`config.mk`:
```
export PLATFORM = sky130hd
export DESIGN_NAME = inter_frame_space
export DESIGN_NICKNAME = d
export VERILOG_FILES = /design/src/rtl/inter_frame_space.sv
export SDC_FILE = /design/constraint.sdc
export NUM_CORES = 1
export LEC_CHECK = 0
export CAP_MARGIN = 10
export CORE_AREA = 2 2 39 41
export CTS_CLUSTER_DIAMETER = 50
export DETAILED_ROUTE_END_ITERATION = 8
export DIE_AREA = 0 0 41 43
export PLACE_DENSITY = 0.54
export SLEW_MARGIN = 20
export SYNTH_ARGS = -nofsm -noshare
export SYNTH_HDL_FRONTEND = slang
export SYNTH_SLANG_ARGS = --single-unit
```
`constraint.sdc`:
```
create_clock -name samplePoint -period 2 [get_ports samplePoint]
set_clock_uncertainty 0.2 [all_clocks]
set_input_delay 0.6 -clock samplePoint [delete_from_list [all_inputs] [get_ports samplePoint]]
set_output_delay 0.6 -clock samplePoint [all_outputs]
set_load 0.005 [all_outputs]
```
`src/rtl/inter_frame_space.sv`:
```
// inter_frame_space: CAN interframe-space tracker; in samplePoint/reset_n/canRX/frameReady/endOverload, out isOverload (overload pending), isStart (1-cycle SOF pulse)
module inter_frame_space #(
  parameter int INTERMISSION_BITS = 3
) (
  input  logic samplePoint,
  input  logic reset_n,
  input  logic canRX,
  input  logic frameReady,
  input  logic endOverload,
  output logic isOverload,
  output logic isStart
);
  typedef enum logic [2:0] {WAIT_FRAME, INTERMISSION, BUS_IDLE, OVERLOAD, SOF} state_t;
  localparam int CW = INTERMISSION_BITS > 4 ? $clog2(INTERMISSION_BITS) : 2;
  localparam logic [CW-1:0] LAST = CW'(INTERMISSION_BITS - 1);
  state_t state, nstate;
  logic [CW-1:0] cnt, ncnt;
  always_ff @(posedge samplePoint)
    if (!reset_n) begin
      state <= WAIT_FRAME;
      cnt <= '0;
    end else begin
      state <= nstate;
      cnt <= ncnt;
    end
  always_comb begin
    nstate = state;
    ncnt = cnt;
    case (state)
      WAIT_FRAME:
        if (frameReady) begin
          nstate = INTERMISSION;
          ncnt = '0;
        end
      INTERMISSION:
        if (!canRX) nstate = cnt == LAST ? SOF : OVERLOAD;
        else if (cnt == LAST) nstate = BUS_IDLE;
        else ncnt = cnt + CW'(1);
      BUS_IDLE: nstate = canRX ? BUS_IDLE : SOF;
      SOF: nstate = WAIT_FRAME;
      OVERLOAD:
        if (endOverload) begin
          nstate = INTERMISSION;
          ncnt = '0;
        end
      default: nstate = WAIT_FRAME;
    endcase
  end
  assign isOverload = state == OVERLOAD;
  assign isStart = state == SOF;
endmodule

```
; Word level (Yosys, flattened, before mapping)
; Index checks and enable logic that the tools add are counted.
[totals]
out_inout_bits = 2
inputBits = 5
reg_bits = 5
[op_classes]
n_eq_ne = 10
mux = 12
addsub = 1
reduce_logical = 4
[ops]
columns = cell, count
row1 = $mux 3, 6
row2 = $pmux 3 s4, 1
row3 = $mux 2, 4
row4 = $ne 2x2->1 const B, 4
row5 = $eq 3x2->1 const B, 2
row6 = $pmux 2 s3, 1
row7 = $reduce_and 5->1, 1
row8 = $eq 3x1->1 const B, 1
row9 = $eq 3x3->1 const B, 1
row10 = $logic_not 3->1, 1
row11 = $ne 3x3->1 const B, 1
row12 = $reduce_and 3->1, 1
row13 = $reduce_bool 3->1, 1
row14 = $add 2x1->2 const B, 1
row15 = $eq 2x2->1 const B, 1

; Logic depth before layout (Yosys ltp)
; Gate-level depths: netlist of run 1.
[logic_depth]
depth_word = 4
ltp_mapped = 5
ltp_nobuf = 5

; Worst setup path after synthesis of run 1
; Ideal clock, no wire load.
[synth_path]
path_kind = register -> register
start = reg cnt[0]
end = reg cnt[1]
required_ns = 1.728
stages_incl_launch_ff = 6
slack_ns = 0.499
arrival_time_ns = 1.229
path_cell_list = dfxtp_1 > inv_1 > ha_1 > nand2b_1 > a221oi_2 > mux2i_1
[synth_between]
elab_chain_len = 4
word_cells_on_any_way = 7
[synth_lines]
columns = element, line_no
row1 = "start, declared", 17  ; logic [CW-1:0] cnt, ncnt;
row2 = "start signal, assigned", 24  ; cnt <= ncnt;
row3 = $add 2x1->2, 38  ; else ncnt = cnt + CW'(1);
row4 = $mux 2, 37  ; else if (cnt == LAST) nstate = BUS_IDLE;
row5 = $mux 2, 36  ; if (!canRX) nstate = cnt == LAST ? SOF : OVERLOAD;
row6 = $pmux 2 s3, 29  ; case (state)
; Parallel ways exist; a longest one is shown, timed or not. The select of a mux whose other input is x is not followed.
; A chain may end at the register's enable or synchronous reset.

; Final worst setup path of run 1
[layout_path]
start = reg state[0]
end = out isStart
[layout_between]
elab_chain_len = 1
[layout_lines]
columns = element, line_no
row1 = "start, declared", 16  ; state_t state, nstate;
row2 = "start signal, assigned", 23  ; state <= nstate;
row3 = $eq 3x3->1, 50  ; assign isStart = state == SOF;
row4 = "end, declared", 11  ; output logic isStart
; Every way passes these cells.

==> impl.org, run 1 <==
** Status
- The run finished with clean final reports.

** Layout
- The area growth from synthesis to layout is 45.17%.
- Fillcell total :: 153
- At the end of the flow, the number of nets in the layout was between 60 and 70.
- Antenna Cells :: 0
- In the final layout, the share of cells above drive strength 1 is 0.2321.
- Final core utilization :: 0.3400
- Combined area of the multi-input logic cells :: a little over 200 um2
- Summing all flip-flop and latch instances after layout gives around 100 um2.

** Routing
- Routed wire length :: a little over 600 um
- Detailed router's first-iteration violation count :: 4
- The detailed router placed 309 vias in this run.
- In the routed design, unresolved DRC markers number 0.
- DRT antenna net count :: 0
- Dividing the detail-routed via count by the number of cells gives roughly 4.3.
- Routed wirelength normalized by instance count :: about 8.5 um
- The first detailed-routing pass ran for 2 iterations.

** STA
- Minimum clock period :: roughly 1.9 ns
- Final Cycle Share :: 0.9257
- The number of max-slew violations in the final report was 0.
- In the final timing run, aggregate negative setup slack is 0 ns.
- Timing would allow up to 540.1 MHz.
- Number of setup violations in the final report :: 0
- Number of hold-slack violations in the final timing report :: 0
- Setup repair after global routing left no endpoint under its margin.
- Across all setup checks in the final design, the least slack found is around 0.15 ns.
- For the pin with the worst max-slew slack, the measured transition is ~0.25 ns.
- Measured against its own limit, the worst slew margin works out to 0.8308.

** Pwr
- Relative contribution of combinational cells to total power :: 0.251
- In this run the static leakage power is approximately 0.21 nW.
- Internal power comes to roughly 0.00022 W.
- Switching power of the nets :: approximately 0.00007 W
- Of the total power, registers draw 0.375.
- Of the total power, the clock network draws 0.375.
- For this design the ratio of total power to cell area is ~630 nW/um2.
- VDD sags by at most about 0.36 mV.
- Sw Ratio :: 0.2407

** Worst setup path
- In this design, the stage delay of the slowest critical-path cell is between 0.3 and 0.4 ns.
- For this design, the slowest cell found on the critical path is dfxtp_2.
- Reg-to-reg setup timing slack :: 0.40 ns
- Data arrives at the worst endpoint at about 1.1 ns.
- The worst setup path is of the flip-flop to primary output kind.
- For the worst setup path, the data required time is 1.20 ns.
- Buffer and inverter count on the worst path :: 1
- Startpoint Class :: flip-flop
- Largest fanout on the critical path :: 3
- Ordered cell list for the critical path :: nor2_1, and2_1, dlygate4sd2_1
- Grouping stages by cell kind, the critical path spends the most delay in flip-flops.
- The worst setup path is captured at a primary output.

** Logic synthesis
- Yosys cell types :: 21
- Yosys attributes the largest share of cell area to dfxtp_1 (31%), ha_1 (7.7%), nand2_1 (5.8%).
- Averaged over all synthesized cells, the footprint is just over 8 um2.
- Proportion of synthesized chip area in sequential cells :: 0.3089
- The mapped netlist covers 324.1 um2.
- Cell count after synthesis :: 40
- Synth warnings :: 0
- Proportion of synthesized flip-flops having asynchronous set or reset :: 0
- Cell type with the highest aggregate area in the netlist :: dfxtp_1
- Proportion of netlist area held by the largest area contributor :: 0.3089
- Ranked by instance count, the synthesized netlist is headed by dfxtp_1 (5), nand2_1 (5), nor2_1 (4).
- Number of enable-type register cells in the synthesized netlist :: 0
- For this run, the leading register cell type out of synthesis is dfxtp_1.
- Register bit count reported by yosys :: 5
- Counting every net in the synthesized netlist gives 47.

** GRT
- Global-route wire length before repair :: 910 um
- The via count of the first global-routing pass is between 200 and 300.
- Summed over all layers, the global routing overflow is 0.
- For this run, the total global-route usage over all layers was measured as 0.08425.
- Maximum number of pins on one net before global-route repair :: 8
- The initial antenna violation count was 0.

** Floorplanning
- In this run the horizontal extent of the chip is between 40 and 50 um.
- The initial utilization of the core area, before any placement, comes to 0.2342.
- Pin placement for this block handled 7 I/O pins.
- The die is between 40 and 50 um tall.
- Row generation in the floorplan step produced 14 rows.
- Die area :: between 1500 and 2000 um2
- The total area inside the core boundary comes to 1384 um2.

** Clock tree
- Worst-path clk slew :: approximately 0.04 ns
- TritonCTS buffer count :: 3
- CTS root buf :: clkbuf_4
- Worst skew pair latency :: ~0.23 ns
- Clk buf depth :: 2
- CTS tree :: done
- CTS saw 5 sinks.
- CTS built an H-tree with a depth of 1.

** Place
- Timing analysis after detailed placement gives a worst setup slack of around 0.0017 ns.
- Half-perimeter wire length after placement :: about 480 um
- Number of input and output port buffers inserted :: 6
- The congestion estimate from routability-driven global placement came to between 0.6 and 0.7.

** Run
- Across the run, the number of max-cap violations was 0.

** Worst hold path
- In this run the worst hold path is classified as flip-flop to flip-flop.
==> through the flow <==
step           total power, W  instances  hold slack, ns  instance area [um2]
4_1_cts             0.0003014         72          0.2785                470.5
5_1_grt             0.0003200         72          0.3047                470.5
3_3_place_gp        0.0001752         65          0.2566                422.9
6_report            0.0002955         72          0.2733                470.5
3_5_place_dp        0.0001747         65          0.2721                422.9
2_1_floorplan       0.0001543         40          0.2461                324.1
==> placed cells by master (no fill, tap or decap), types with 2 or more instances in the layout <==
master           Yosys  routed
nand2_1              5       5
a21oi_1              3       3
buf_4                0       7
dfxtp_1              5       4
nand2b_1             2       2
o211ai_1             2       2
ha_1                 2       2
clkdlybuf4s50_1      0       4
inv_1                3       3
dlygate4sd2_1        0       2
clkbuf_4             0       3
nor2_1               4       4
nand3_1              2       2
==> sequential cells by signal, indices dropped and copies added, names as in the netlist <==
name	count
cnt	2
state	3
==> cell families after synthesis <==
logic type | synth area share
AOI/OAI and AO/OA | 0.2432
adders and majority gates | 0.07721
buffers and inverters | 0.06949
DFF | 0.3089
muxes | 0.03089
and+or+nand+nor | 0.2703
==> cell type report <==
class | count | area share
timing repair buffer | 13 | 0.2340
inverter | 3 | 0.02394
multi-input combinational | 31 | 0.4282
sequential | 5 | 0.2154
clock buffer | 4 | 0.05585
tap | 16 | 0.04255
==> power by group through the flow <==
| stage | clock network (W) | logic, W | registers (W) |
|---|---|---|---|
| 2_1_floorplan | 0 | 0.0000417 | 0.000113 |
| 3_3_place_gp | 0 | 0.0000632 | 0.000112 |
| 3_5_place_dp | 0 | 0.0000627 | 0.000112 |
| 4_1_cts | 0.000117 | 0.0000741 | 0.000111 |
| 5_1_grt | 0.000128 | 0.0000807 | 0.000111 |
| 6_report | 0.000111 | 0.0000741 | 0.000111 |
==> path summary, 6_finish.rpt <==
kind / from / endpoint / cells after the start
max: state[0] / isStart / 3
min: cnt[0] / cnt[0] / 2
max reg2reg: cnt[0] / cnt[1] / 5
min reg2reg: cnt[0] / cnt[0] / 2
==> metal layers <==
layer | global-route usage | routed length [um] | up-vias | part of all wire
li1 | - | - | 171 | -
met1 | 0.09295 | 294 | 130 | 0.48
met2 | 0.1063 | 271 | 6 | 0.44
met3 | 0.06283 | 36 | 2 | 0.059
met4 | 0.06000 | 10 | 0 | 0.016
met5 | 0 | 0 | - | 0
==> worst min-delay path: cells and delay by family (launching register included) <==
family	cells	cell delay, ns
flops	1	0.30
simple gates	1	0.05
compound gates	1	0.07
==> what timing repair did <==
| action | in CTS | in global routing |
|---|---|---|
| setup endpoints to repair | 2 | 0 |
| hold buffers | 0 | 0 |
| buffers inserted | 3 | 0 |
| gates resized for setup | 3 | 0 |
Power figures use the tool's default switching activity.
==> run 2: changes to the inputs <==
Settings changed: SLEW_MARGIN 20 to unset.
==> results of run 2 <==
No change in the layout: final DEF, timing and power equal those of run 1.
